## config.mk

```make
export PLATFORM = sky130hd
export DESIGN_NAME = processing_unit_gen
export DESIGN_NICKNAME = d
export VERILOG_FILES = /design/src/rtl/rspm_pkg.sv /design/src/rtl/alu_gen.sv /design/src/rtl/return_stack.sv /design/src/rtl/processing_unit_gen.sv
export SDC_FILE = /design/constraint.sdc
export NUM_CORES = 1
export LEC_CHECK = 0
export CELL_PAD_IN_SITES_DETAIL_PLACEMENT = 1
export CELL_PAD_IN_SITES_GLOBAL_PLACEMENT = 1
export CORE_AREA = 2 2 117 119
export DETAILED_ROUTE_END_ITERATION = 7
export DIE_AREA = 0 0 119 121
export PLACE_DENSITY = 0.78
export SLEW_MARGIN = 20
export SYNTH_ARGS = -nofsm -noshare
export SYNTH_HDL_FRONTEND = slang
export SYNTH_SLANG_ARGS = --single-unit
export TNS_END_PERCENT = 30
```

## constraint.sdc

```tcl
create_clock -name clk -period 7.8 [get_ports clk]
set_input_delay 1.95 -clock clk [delete_from_list [all_inputs] [get_ports clk]]
set_output_delay 1.95 -clock clk [all_outputs]
set_load 0.05 [all_outputs]
```

## src/rtl/rspm_pkg.sv

```systemverilog
// Shared constants for the stored-program datapath: ALU opcodes and Bus 2 select codes.
package rspm_pkg;

    localparam int OP_NOP = 0;
    localparam int OP_ADD = 1;
    localparam int OP_SUB = 2;
    localparam int OP_AND = 3;
    localparam int OP_NOT = 4;

    typedef enum logic [1:0] {
        BUS2_ALU  = 2'd0,
        BUS2_BUS1 = 2'd1,
        BUS2_MEM  = 2'd2,
        BUS2_ZERO = 2'd3
    } bus2_sel_e;

endpackage

```

## src/rtl/alu_gen.sv

```systemverilog
// Parametrised ALU: operand A is the Y register, operand B is Bus 1.
module alu_gen
    import rspm_pkg::*;
#(
    parameter int DATA_W = 8,
    parameter int OPC_W  = 4
) (
    input  logic [OPC_W-1:0]  opcode,
    input  logic [DATA_W-1:0] a,
    input  logic [DATA_W-1:0] b,
    output logic [DATA_W-1:0] result,
    output logic              carry,
    output logic              zero,
    output logic              negative
);

    logic [DATA_W:0] sum;

    always_comb begin
        result = '0;
        carry  = 1'b0;
        sum    = {1'b0, a} + {1'b0, b};
        case (opcode)
            OPC_W'(OP_ADD): begin
                result = sum[DATA_W-1:0];
                carry  = sum[DATA_W];
            end
            // Subtraction is B minus Y; carry reports a borrow.
            OPC_W'(OP_SUB): begin
                result = b - a;
                carry  = (b < a);
            end
            OPC_W'(OP_AND): result = a & b;
            OPC_W'(OP_NOT): result = ~b;
            default: result = '0;
        endcase
    end

    assign zero     = (result == '0);
    assign negative = result[DATA_W-1];

endmodule

```

## src/rtl/return_stack.sv

```systemverilog
// Hardware return-address LIFO with occupancy status and a sticky misuse flag.
module return_stack #(
    parameter int DATA_W   = 8,
    parameter int RS_DEPTH = 4,
    parameter int DEP_W    = $clog2(RS_DEPTH + 1)
) (
    input  logic              clk,
    input  logic              rst,
    input  logic              push,
    input  logic              pop,
    input  logic [DATA_W-1:0] push_data,
    output logic [DATA_W-1:0] top_data,
    output logic              pop_ok,
    output logic [DEP_W-1:0]  depth,
    output logic              full,
    output logic              empty,
    output logic              err
);

    localparam int IDX_W = (RS_DEPTH > 1) ? $clog2(RS_DEPTH) : 1;

    logic [DATA_W-1:0] stack_mem [RS_DEPTH];
    logic [DEP_W-1:0]  depth_q, depth_d;
    logic              err_q, err_d;
    logic              push_ok;
    logic [IDX_W-1:0]  wr_idx, rd_idx;

    always_comb begin
        full    = (depth_q == DEP_W'(RS_DEPTH));
        empty   = (depth_q == '0);
        // Simultaneous push and pop is treated as misuse and changes nothing.
        push_ok = push & ~pop & ~full;
        pop_ok  = pop & ~push & ~empty;
        wr_idx  = IDX_W'(depth_q);
        rd_idx  = IDX_W'(depth_q - DEP_W'(1));
        depth_d = depth_q;
        if (push_ok) begin
            depth_d = depth_q + DEP_W'(1);
        end else if (pop_ok) begin
            depth_d = depth_q - DEP_W'(1);
        end
        err_d = err_q | (push & pop) | (push & full) | (pop & empty);
    end

    always_ff @(posedge clk or posedge rst) begin
        if (rst) begin
            depth_q <= '0;
            err_q   <= 1'b0;
        end else begin
            depth_q <= depth_d;
            err_q   <= err_d;
        end
    end

    // Entry storage is deliberately left unreset; depth alone defines validity.
    always_ff @(posedge clk) begin
        if (push_ok) begin
            stack_mem[wr_idx] <= push_data;
        end
    end

    assign top_data = stack_mem[rd_idx];
    assign depth    = depth_q;
    assign err      = err_q;

endmodule

```

## src/rtl/processing_unit_gen.sv

```systemverilog
// Generic-width datapath: register file, Y/IR/address/PC registers, ZCN flags and return stack.
module processing_unit_gen
    import rspm_pkg::*;
#(
    parameter int DATA_W   = 8,
    parameter int NUM_REGS = 4,
    parameter int RS_DEPTH = 4,
    parameter int OPC_W    = 4,
    localparam int SEL1_W  = $clog2(NUM_REGS + 1),
    localparam int DEP_W   = $clog2(RS_DEPTH + 1)
) (
    input  logic                clk,
    input  logic                rst,
    input  logic [DATA_W-1:0]   mem_word,
    input  logic [SEL1_W-1:0]   sel_bus_1,
    input  logic [1:0]          sel_bus_2,
    input  logic [NUM_REGS-1:0] load_reg,
    input  logic                load_pc,
    input  logic                inc_pc,
    input  logic                load_ir,
    input  logic                load_add_r,
    input  logic                load_reg_y,
    input  logic                load_flags,
    input  logic                push_ret,
    input  logic                pop_ret,
    output logic [DATA_W-1:0]   instruction,
    output logic [DATA_W-1:0]   address,
    output logic [DATA_W-1:0]   bus_1,
    output logic                zflag,
    output logic                cflag,
    output logic                nflag,
    output logic [DEP_W-1:0]    rs_depth,
    output logic                rs_full,
    output logic                rs_empty,
    output logic                rs_err
);

    logic [DATA_W-1:0] reg_q [NUM_REGS];
    logic [DATA_W-1:0] reg_d [NUM_REGS];
    logic [DATA_W-1:0] y_q, y_d;
    logic [DATA_W-1:0] ir_q, ir_d;
    logic [DATA_W-1:0] addr_q, addr_d;
    logic [DATA_W-1:0] pc_q, pc_d;
    logic              z_q, z_d, c_q, c_d, n_q, n_d;

    logic [DATA_W-1:0] bus_2;
    logic [DATA_W-1:0] alu_result;
    logic              alu_carry, alu_zero, alu_neg;
    logic [DATA_W-1:0] rs_top;
    logic              rs_pop_ok;

    alu_gen #(.DATA_W(DATA_W), .OPC_W(OPC_W)) u_alu (
        .opcode   (ir_q[DATA_W-1 -: OPC_W]),
        .a        (y_q),
        .b        (bus_1),
        .result   (alu_result),
        .carry    (alu_carry),
        .zero     (alu_zero),
        .negative (alu_neg)
    );

    return_stack #(.DATA_W(DATA_W), .RS_DEPTH(RS_DEPTH), .DEP_W(DEP_W)) u_rs (
        .clk       (clk),
        .rst       (rst),
        .push      (push_ret),
        .pop       (pop_ret),
        .push_data (pc_q),
        .top_data  (rs_top),
        .pop_ok    (rs_pop_ok),
        .depth     (rs_depth),
        .full      (rs_full),
        .empty     (rs_empty),
        .err       (rs_err)
    );

    // Bus 1: register index, then PC, with unused codes reading as zero.
    always_comb begin
        bus_1 = '0;
        for (int i = 0; i < NUM_REGS; i++) begin
            if (sel_bus_1 == SEL1_W'(i)) begin
                bus_1 = reg_q[i];
            end
        end
        if (sel_bus_1 == SEL1_W'(NUM_REGS)) begin
            bus_1 = pc_q;
        end
    end

    always_comb begin
        case (sel_bus_2)
            BUS2_ALU:  bus_2 = alu_result;
            BUS2_BUS1: bus_2 = bus_1;
            BUS2_MEM:  bus_2 = mem_word;
            default:   bus_2 = '0;
        endcase
    end

    always_comb begin
        for (int i = 0; i < NUM_REGS; i++) begin
            reg_d[i] = load_reg[i] ? bus_2 : reg_q[i];
        end
        y_d    = load_reg_y ? bus_2 : y_q;
        ir_d   = load_ir    ? bus_2 : ir_q;
        addr_d = load_add_r ? bus_2 : addr_q;
        // A successful pop outranks explicit loads and increments.
        pc_d = pc_q;
        if (rs_pop_ok) begin
            pc_d = rs_top;
        end else if (load_pc) begin
            pc_d = bus_2;
        end else if (inc_pc) begin
            pc_d = pc_q + DATA_W'(1);
        end
        z_d = load_flags ? alu_zero  : z_q;
        c_d = load_flags ? alu_carry : c_q;
        n_d = load_flags ? alu_neg   : n_q;
    end

    always_ff @(posedge clk or posedge rst) begin
        if (rst) begin
            for (int i = 0; i < NUM_REGS; i++) begin
                reg_q[i] <= '0;
            end
            y_q    <= '0;
            ir_q   <= '0;
            addr_q <= '0;
            pc_q   <= '0;
            z_q    <= 1'b0;
            c_q    <= 1'b0;
            n_q    <= 1'b0;
        end else begin
            for (int i = 0; i < NUM_REGS; i++) begin
                reg_q[i] <= reg_d[i];
            end
            y_q    <= y_d;
            ir_q   <= ir_d;
            addr_q <= addr_d;
            pc_q   <= pc_d;
            z_q    <= z_d;
            c_q    <= c_d;
            n_q    <= n_d;
        end
    end

    assign instruction = ir_q;
    assign address     = addr_q;
    assign zflag       = z_q;
    assign cflag       = c_q;
    assign nflag       = n_q;

endmodule

```

Word-level counts from Yosys, hierarchy flattened
Memories as Yosys holds them, arrays and structs flattened.
Cells that the tools add are included.

storage, ports and cells
  bits in registers = 71
  memory bits (writable) = 32
  input bits = 27
  output and inout port bits = 33
  logic and storage cells = 68
  memories = 1

operators by class
  add/subtract/negate cells = 5
  magnitude comparators = 1
  eq/ne operators = 11
  mux-type cells = 15
  bitwise logic cells = 16
  reduce and logical (&&, ||, !) cells = 6

memory list
  memory          depth  width  read ports  clocked after Yosys merged registers in  wr ports  RTL line            source
  u_rs.stack_mem  4      8      1           0                                        1         return_stack.sv:22  logic [DATA_W-1:0] stack_mem [RS_DEPTH];

operators by type and width
  cell                                                                    number
  8-bit 2-to-1 mux                                                        8
  8-bit case mux with 4 select lines                                      1
  8-bit case mux with 3 select lines                                      1
  8-bit by 8-bit adder with 9-bit output                                  1
  8-bit by 1-bit adder with 8-bit output (second input constant)          1
  8-bit bitwise AND                                                       1
  4-bit by 2-bit equality test with 1-bit output (second input constant)  2
  8-bit logical NOT                                                       1
  8-bit less-than comparator                                              1
  8-bit inverter                                                          1
  8-bit subtractor                                                        1
  1-bit bitwise AND                                                       7
  3-bit by 2-bit equality test with 1-bit output (second input constant)  2
  3-bit equality test (second input constant)                             2
  3-bit logical NOT                                                       2
  3-bit 2-to-1 mux                                                        2
  4-bit by 1-bit equality test with 1-bit output (second input constant)  1
  4-bit by 3-bit equality test with 1-bit output (second input constant)  1
  1-bit inverter                                                          4
  3-bit by 1-bit adder with 3-bit output (second input constant)          1
  3-bit by 1-bit equality test with 1-bit output (second input constant)  1
  1-bit OR                                                                3
  3-bit nonzero test                                                      1
  3-bit by 1-bit subtractor with 3-bit output (second input constant)     1
  6 further kinds                                                         7

Longest topological paths before layout
Gate-level depths: netlist of run 1.

  depth after elaboration = 11
  gate-level depth with buffers = 15
  depth with buffers taken out = 13

Modules after synthesis
A second synthesis of run 1 with hierarchy kept.

second synthesis, totals
  cells, all modules = 587
  area, all modules = 6178.4 um^2

by module, submodules not included
  module               instances  cells each  area an instance (um^2)  sequential area each (um^2)
  processing_unit_gen  1          358         3495.9                   1676.6
  return_stack         1          83          1525.2                   1061.0
  alu_gen              1          146         1157.4                   0.0

Worst setup path after synthesis of run 1
OpenSTA, ideal clock, no wires.

  kind = input-to-reg
  from = in sel_bus_1[0]
  to = reg addr_q[4] (netlist: address[4])
  setup time = 0.143 ns
  data arrival time = 5.735 ns
  data required time = 7.657 ns
  slack = 1.922 ns
  stages on the path = 13
  buffers on the path = 2
  cells stage by stage = buf_4 mux4_2 inv_1 o21ai_0 ha_1 clkbuf_1 nor2_1 a211oi_1 xnor2_1 o221ai_1 or3_1 a22oi_1 a21oi_1

on the way
  cells in the longest elaborated chain, start to end = 9
  elaborated cells between the ends (all ways) = 16
  classes of those cells = 2 x add/sub; 4 x eq/ne; 7 x mux; 2 x bitwise; 1 x reduce/logical

ends and longest elaborated chain
  what                                                                        RTL line                      source
  start: declaration                                                          processing_unit_gen.sv:15     input logic [SEL1_W-1:0] sel_bus_1,
  3-bit logical NOT                                                           processing_unit_gen.sv:80     if (sel_bus_1 == SEL1_W'(i)) begin
  8-bit 2-to-1 mux (4 in a row)                                               processing_unit_gen.sv:80
  8-bit 2-to-1 mux *                                                          processing_unit_gen.sv:84     if (sel_bus_1 == SEL1_W'(NUM_REGS)) begin
  net bus_1[3]                                                                processing_unit_gen.sv:28     output logic [DATA_W-1:0] bus_1,
  8-bit subtractor or 8-bit by 8-bit adder with 9-bit output (tied branches)  alu_gen.sv:30, alu_gen.sv:22
  8-bit case mux with 4 select lines *                                        alu_gen.sv:23                 case (opcode)
  8-bit case mux with 3 select lines *                                        processing_unit_gen.sv:90     case (sel_bus_2)
  end signal: assignment                                                      processing_unit_gen.sv:137    addr_q <= addr_d;
  end: declaration                                                            processing_unit_gen.sv:42     logic [DATA_W-1:0] addr_q, addr_d;

Mark *: on every way through the listed nets, which the timed path passes. The rest lies on a longest branch.
A chain may end at the register's enable or synchronous reset.

Worst setup path in the final report of run 1
  from = in sel_bus_1[0]
  to = out bus_1[2]

on the way
  cells in the longest elaborated chain, start to end = 6
  elaborated cells between the ends (all ways) = 10
  classes of those cells = 4 x eq/ne; 5 x mux; 1 x reduce/logical

ends and longest elaborated chain
  what                           RTL line
  3-bit logical NOT              processing_unit_gen.sv:80
  8-bit 2-to-1 mux (4 in a row)  processing_unit_gen.sv:80
  8-bit 2-to-1 mux *             processing_unit_gen.sv:84
  end: declaration               processing_unit_gen.sv:28

Every way passes the cells marked *; elsewhere a longest branch is shown, timed or not.

==> results of run 1 <==
critical path: cells and delay by family:
family	cells	cell delay, ns
compound gates	2	0.47
buf+inv	3	2.13
simple gates	1	0.38
per-stage QoR:
step           util (%)  std cells  instance area, µm²
2_1_floorplan         -        555                5670
3_5_place_dp       48.6        758                6360
6_report           50.7        774                6630
4_1_cts            50.7        774                6630
3_3_place_gp       48.6        758                6360
5_1_grt            50.7        774                6630
cell type report:
type,instances,area [µm²],area share (%)
clock buffers,10,229,3.45
inverters,29,109,1.64
well taps,176,220,3.32
clock inverters,6,43.8,0.661
flip-flops and latches,103,2740,41.3
repair buffers,64,628,9.48
multi-input cells,386,2660,40.1
sequential cells by signal (all words and copies together) (netlist names):
register	cells
nflag	1
cflag	1
address	8
zflag	1
reg_q	32
pc_q	8
u_rs.stack_mem	32
u_rs.depth	3
instruction	8
y_q	8
u_rs.err	1
report_power, final:
part           switching (mW)  total [mW]  internal, mW
Sequential              0.106       0.769         0.663
Combinational           0.419       0.700         0.282
Clock                   0.206       0.425         0.218
Total                   0.731        1.89          1.16
Yosys cell counts (3+ instances only):
master / n / area, µm²
and3_1: 5 / 31.3
o221ai_1: 7 / 61.3
inv_1: 29 / 109
a211oi_1: 7 / 52.6
nor3b_1: 6 / 45.0
or3_1: 4 / 25.0
a21o_1: 5 / 37.5
a31oi_1: 12 / 75.1
nand2_1: 17 / 63.8
a2bb2oi_1: 3 / 26.3
nor2b_1: 6 / 37.5
a21oi_1: 73 / 365
clkbuf_1: 21 / 78.8
buf_1: 8 / 30.0
nor3_1: 6 / 30.0
o21bai_1: 3 / 22.5
mux2i_1: 13 / 130
ha_1: 25 / 313
buf_2: 6 / 30.0
nand3_1: 5 / 25.0
xnor2_1: 9 / 78.8
a22oi_1: 3 / 22.5
mux4_2: 10 / 225
nand2b_1: 9 / 56.3
edfxtp_1: 32 / 961
nor2_1: 82 / 308
o22ai_1: 6 / 37.5
o21ai_0: 15 / 75.1
dfrtp_1: 71 / 1780
cell families (layout without fill, tap and decap cells):
logic type	Yosys count	in the layout
compound gates	161	161
xor+xnor	11	11
fa+ha+maj	27	27
buf+inv	66	109
flops	103	103
mux	24	24
simple gates	163	163
layer usage:
layer  vias up  global-route usage [%]
li1       2087                       -
met1      2288                    30.8
met2       115                    38.7
met3        13                    4.32
met4         0                    6.47
met5         -                       0
path summary, 6_finish.rpt:
path / endpoint / cells after the start / slack (ns) / startpoint
hold / removal: u_rs.err / 1 / 0.49 / u_rs.err
setup reg to reg: reg_q[4] / 13 / 3.84 / pc_q[0]
min in group asynchronous: reg_q[10] / 3 / 2.20 / rst
max in group asynchronous: reg_q[19] / 3 / 5.00 / rst
setup / recovery: bus_1[2] / 6 / 0.91 / sel_bus_1[0]
hold reg to reg: u_rs.err / 1 / 0.49 / u_rs.err
==> metrics, run 1 <==
cell mode on critical path=clkdlybuf4s50_1; Post-synth ARST share=68.9%; grt total ovfl=0; Synth Area per Inst=10.2 µm²; outcome=complete, no violations; Yosys warning total=0; buffer levels on the longest clock path=2; Final Wtd Congestion=between 0.9 and 1; number of max-cap violations=0; I/O pins=60; H-Tree Depth=3; DR vias/cell=5.82; largest family of logic cells by synthesized area=compound AO/OA/AOI/OAI gates; Avg WL per Cell=between 20 and 25 µm; most frequent cells in the layout=nor2_1 (82), a21oi_1 (73), dfrtp_1 (71); Main synth FF type=dfrtp_1; Setup crit start kind=input pin; Hold Crit Class=flop to flop; DRC viols=0; clock latency on the worst-skew pair=0.35 ns; Tot GR Track Use=between 20% and 30%; pin count of the biggest net entering global routing=a little over 70; post-place setup slack=0.916 ns; Max Clock Skew=0.00740 ns; Die X=119 µm; full die area=14400 µm²; final hold vios=0; Layout area overhead=17.0%; area share of fa/ha/maj cells after synthesis=around 6.2%; Synth Area in Compound Gates=18.3%; register area share after synthesis=48.3%; mux contribution to synthesized area=6.47%; WL met1=7090 µm; Final Max Slew Viols=0; DR top layer=met4; WL final=16100 µm; core area=13100 µm²; first-pass GRT wire length=25500 µm; Peak VDD IR=0.161 mV; Reg clk slew, reported paths=around 0.070 ns; Starting Density=43.3%; count of state elements after synthesis=103; critical path cell sequence=clkdlybuf4s50_1, buf_4, nor3b_1, o2bb2ai_1, o21bai_1, clkdlybuf4s50_1; vias in the first global route=4583; final period utilization=between 80% and 90%; Port Buffers=59; standard-cell rows=42; number of synthesized flops with an enable pin=32; Simple-Gate Fraction of Synth Area=14.3%; syn nets=609; final setup margin=0.911 ns; Synth cell types=70; Sink Count=103; DR WL met3=873 µm; DRT iter0 DRCs=255; power density over the cells=around 290 nW/µm²; Inserted Diodes=0; post-cts repair resize count=0; Max Fclk=145 MHz; Syn Inst Count=roughly 560; Rel. slew slack=25.9%; min Tclk post-route=6.89 ns; Post-DP HPWL=between 10000 and 15000 µm; Detail Route Antenna Nets=0; synthesized cell area=5670 µm²; Final Power=1.89 mW; final-report setup violation count=0; proportion of layout cells with a drive suffix above 1=7.02%; number of fill cells=1409; total CTS buffers=9; RSZ-0062 raised after global routing=no; clock root cell=clkbuf_16; Met2 Wirelength=7870 µm; XOR/XNOR share of the synthesized area=1.70%; DRT Pass-1 Iters=4; CTS tree=yes; CP Data Required Time=5.85 ns; Crit. End Element=output port; height of the die=121 µm; worst-margin pin slew=1.11 ns; Final TNS setup=0 ns; Post-CTS Setup Repair Bufs=0; LEAKAGE=2.68 nW; nets=~650; CP Max Fanout=17; Setup Crit Path Kind=input pin to output port; Critical Path Max Stage Delay=around 0.89 ns; worst hold margin=0.491 ns; CTS Hold Bufs=0; Worst EP arrival=4.94 ns; Vias=4503; commonest non-fill, non-tap cell in the layout=nor2_1; highest-delay cell along the critical path=clkdlybuf4s50_1; initial antenna violation count=0
Power figures use the tool's default switching activity.
==> inputs of run 2 (changes only) <==
--- a/config.mk
+++ b/config.mk
@@ -11,6 +11,7 @@
 export DETAILED_ROUTE_END_ITERATION = 7
 export DIE_AREA = 0 0 119 121
 export PLACE_DENSITY = 0.78
+export SKIP_CTS_REPAIR_TIMING = 1
 export SLEW_MARGIN = 20
 export SYNTH_ARGS = -nofsm -noshare
 export SYNTH_HDL_FRONTEND = slang
==> constraint.sdc (replaced) <==
create_clock -name clk -period 8.15 [get_ports clk]
set_input_delay 2.0375 -clock clk [delete_from_list [all_inputs] [get_ports clk]]
set_output_delay 2.0375 -clock clk [all_outputs]
set_load 0.05 [all_outputs]
==> metrics, run 2 (synthesis gave the netlist of run 1 again) <==
critical path endpoint=bus_1[1]; Final Non-Filler Cells=775; Die X=119 µm; highest-delay cell along the critical path=clkdlybuf4s50_1; Reg clk slew, reported paths=0.07 ns; DRC viols=0; Layout area overhead=17.3%; Sink Count=around 100; number of max-cap violations=0; first-pass GRT wire length=roughly 25000 µm; pin count of the biggest net entering global routing=72; min Tclk post-route=6.74 ns; Port Buffers=59; H-Tree Depth=3; clock latency on the worst-skew pair=0.35 ns; largest registers=reg_q (32), u_rs.stack_mem (32); most frequent cells in the layout=nor2_1 (82), a21oi_1 (73), dfrtp_1 (71); outcome=complete, no violations; CP Data Required Time=6.11 ns; setup slack, reg-to-reg=about 4.1 ns; FF-to-FF Start=reg_q[3]; I/O pins=60; worst-margin pin slew=approximately 1.1 ns; Setup crit start kind=input pin; Avg WL per Cell=20.1 µm; WL final=15600 µm; LEAKAGE=approximately 2.7 nW; placed cells=759; Max Clock Skew=around 0.0079 ns; Peak VDD IR=about 0.15 mV; Worst EP arrival=4.70 ns; final hold vios=0; CTS tree=yes; Vias=4499; Crit. End Element=output port; WL met1=approximately 7200 µm; R2R cell count=11; Final TNS setup=0 ns; core area=around 13000 µm²; initial antenna violation count=0; grt total ovfl=0; clock root cell=clkbuf_16; Final Wtd Congestion=0.911; number of fill cells=1448; Final Max Slew Viols=0; commonest non-fill, non-tap cell in the layout=nor2_1; Max Fclk=about 150 MHz; buffer levels on the longest clock path=2; power density over the cells=273 nW/µm²; Inserted Diodes=0; critical path cell sequence=clkdlybuf4s50_1, or2_2, o221ai_1, clkdlybuf4s50_1; cell mode on critical path=clkdlybuf4s50_1; final period utilization=82.7%; vias in the first global route=4549; proportion of layout cells with a drive suffix above 1=7.35%; total CTS buffers=9; Hold Crit Class=flop to flop; DRT Pass-1 Iters=4; DR WL met3=approximately 610 µm; Rel. slew slack=25.9%; final-report setup violation count=0; worst hold margin=0.483 ns; DR top layer=met4; Starting Density=43.3%; Post-DP HPWL=around 11000 µm; DRT iter0 DRCs=334; Setup Crit Path Kind=input pin to output port; CP Max Fanout=10; crit path launch=sel_bus_1[1]; Critical Path Max Stage Delay=between 0.9 and 1 ns; Tot GR Track Use=between 20% and 30%; height of the die=121 µm; standard-cell rows=42; Met2 Wirelength=~7500 µm; DR vias/cell=just under 6; RSZ-0062 raised after global routing=no; FF-to-FF End=address[6]; full die area=14400 µm²; nets=around 650; Detail Route Antenna Nets=0
run 2: cell type report:
class | count | area, µm² | area share, %
Sequential cell | 103 | 2740 | 41.2
Tap cell | 176 | 220 | 3.31
Clock buffer | 12 | 246 | 3.71
Inverter | 29 | 109 | 1.64
Timing Repair Buffer | 65 | 636 | 9.57
Multi-Input combinational cell | 386 | 2670 | 40.1
Clock inverter | 4 | 30.0 | 0.452
run 2: through the flow:
stage / cell area [µm²] / util [%] / setup slack [ns] / power, mW
3_3_place_gp: 6360 / 48.6 / 1.47 / 1.38
5_1_grt: 6650 / 50.8 / 1.27 / 1.91
3_5_place_dp: 6360 / 48.6 / 1.42 / 1.41
2_1_floorplan: 5670 / - / 2.12 / 1.19
4_1_cts: 6640 / 50.7 / 1.42 / 1.82
6_report: 6650 / 50.8 / 1.41 / 1.82
run 2: report_power, final:
group / switching, mW / internal, mW / total, mW
logic: 0.402 / 0.271 / 0.673
registers: 0.0992 / 0.635 / 0.734
clock network: 0.192 / 0.217 / 0.409
total: 0.694 / 1.12 / 1.82
run 2: how the worst min path moves through the flow:
stage | start | endpoint | slack, ns | depth (start not counted)
3_3_place_gp | u_rs.err | u_rs.err | 0.46 | 1
2_1_floorplan | reg_q[11] | reg_q[11] | 0.48 | 2
5_1_grt | u_rs.err | u_rs.err | 0.50 | 1
4_1_cts | u_rs.err | u_rs.err | 0.48 | 1
3_5_place_dp | u_rs.err | u_rs.err | 0.46 | 1
6_report | u_rs.err | u_rs.err | 0.48 | 1
run 2: worst max-delay path: cells and delay by family:
family,cells,cell delay [ns]
buf+inv,2,1.54
compound gates,1,0.69
simple gates,1,0.42
run 2: layer usage:
metal	vias up	global-route usage [%]
li1	2101	-
met1	2287	30.6
met2	92	37.0
met3	19	3.62
met4	0	6.47
met5	-	0
==> inputs of run 3 (changes only) <==
==> constraint.sdc (replaced) <==
create_clock -name clk -period 6.9 [get_ports clk]
set_input_delay 1.725 -clock clk [delete_from_list [all_inputs] [get_ports clk]]
set_output_delay 1.725 -clock clk [all_outputs]
set_load 0.05 [all_outputs]
==> metrics, run 3 (synthesis gave the netlist of run 1 again) <==
commonest non-fill, non-tap cell in the layout=nor2_1; cell mode on critical path=clkdlybuf4s50_1; min Tclk post-route=6.27 ns; Rel. slew slack=26.8%; Tot GR Track Use=between 20% and 30%; Avg WL per Cell=21.1 µm; Final Wtd Congestion=0.904; core area=about 13000 µm²; Starting Density=43.3%; DRC viols=0; Setup crit start kind=input pin; worst-margin pin slew=1.09 ns; clock root cell=clkbuf_16; vias in the first global route=4643; highest-delay cell along the critical path=clkdlybuf4s50_1; WL final=approximately 16000 µm; buffer and inverter count on the worst path=3; critical path cell sequence=clkdlybuf4s50_1, buf_4, nor3b_1, o2bb2ai_1, o21bai_1, clkdlybuf4s50_1; Sink Count=103; height of the die=121 µm; Inserted Diodes=0; Final Max Slew Viols=0; final hold vios=0; Final TNS setup=0 ns; Max Fclk=159 MHz; Clock Power Share=between 20% and 30%; standard-cell rows=42; clock latency on the worst-skew pair=0.36 ns; Port Buffers=59; Critical Path Max Stage Delay=~0.9 ns; total CTS buffers=9; nets=652; Int Pwr=1.39 mW; initial antenna violation count=0; Sw Ratio=37.6%; grt total ovfl=0; Detail Route Antenna Nets=0; most frequent cells in the layout=nor2_1 (82), a21oi_1 (73), dfrtp_1 (71); Peak VDD IR=0.152 mV; Vias=around 4500; Die X=119 µm; final-report setup violation count=0; first-pass GRT wire length=26100 µm; CP Max Fanout=12; DRT Pass-1 Iters=4; Worst EP arrival=4.55 ns; proportion of layout cells with a drive suffix above 1=8.29%; RSZ-0062 raised after global routing=no; Sequential Power Share=38.9%; I/O pins=60; Max Clock Skew=0.00852 ns; final setup margin=0.629 ns; pin count of the biggest net entering global routing=72; Hold Crit Class=flop to flop; buffer levels on the longest clock path=2; Psw=0.840 mW; number of fill cells=1423; CTS tree=yes; Crit. End Element=output port; full die area=14400 µm²; Reg clk slew, reported paths=0.07 ns; largest registers=reg_q (32), u_rs.stack_mem (32); Setup Crit Path Kind=input pin to output port; CP Data Required Time=5.18 ns; power density over the cells=332 nW/µm²; DRT iter0 DRCs=266; LEAKAGE=2.74 nW; post-place setup slack=approximately 0.59 ns; Layout area overhead=18.7%; Post-DP HPWL=11800 µm; DR vias/cell=5.80; cell family with most CP delay=buffers and inverters; Combinational Power Share=36.1%; final period utilization=90.9%; outcome=complete, no violations; number of max-cap violations=0; H-Tree Depth=3
-- run 3: stage by stage --
step	std cells	hold slack, ns	total power [mW]	instance area, µm²	util (%)
3_5_place_dp	763	0.464	1.68	6390	48.9
3_3_place_gp	763	0.463	1.64	6390	48.9
6_report	779	0.479	2.23	6720	51.4
4_1_cts	779	0.485	2.25	6710	51.3
2_1_floorplan	555	0.484	1.41	5670	-
5_1_grt	779	0.522	2.34	6720	51.4
-- run 3: final cells by class --
type / count / area [µm²] / area share (%)
clock inverters: 7 / 93.8 / 1.40
multi-input cells: 386 / 2670 / 39.7
well taps: 176 / 220 / 3.28
clock buffers: 9 / 225 / 3.35
inverters: 29 / 109 / 1.62
repair buffers: 69 / 666 / 9.90
flip-flops and latches: 103 / 2740 / 40.7
-- run 3: worst paths after layout --
kind,depth (start not counted),slack (ns),from,endpoint
setup / recovery,6,0.63,sel_bus_1[0],bus_1[2]
hold / removal,1,0.48,u_rs.err,u_rs.err
min in group asynchronous,3,1.96,rst,u_rs.depth[2]
max in group asynchronous,3,4.32,rst,reg_q[27]
setup reg to reg,11,2.98,reg_q[3],pc_q[7]
hold reg to reg,1,0.48,u_rs.err,u_rs.err
-- run 3: layer usage --
layer  vias to the layer above  GRT usage [%]  wire, µm
met5                         -              0         0
met4                         0           6.55       197
met3                        15           4.32       751
met2                       116           39.2      8090
met1                      2291           31.9      7380
li1                       2095              -         -
-- run 3: power groups by stage --
stage                     clock network (mW)  registers (mW)  logic, mW
final                                  0.557           0.869      0.807
after global routing                   0.587           0.887      0.870
after CTS                              0.565           0.870      0.811
after detailed placement                   0           0.881      0.798
after global placement                     0           0.872      0.769
after floorplan                            0           0.915      0.496
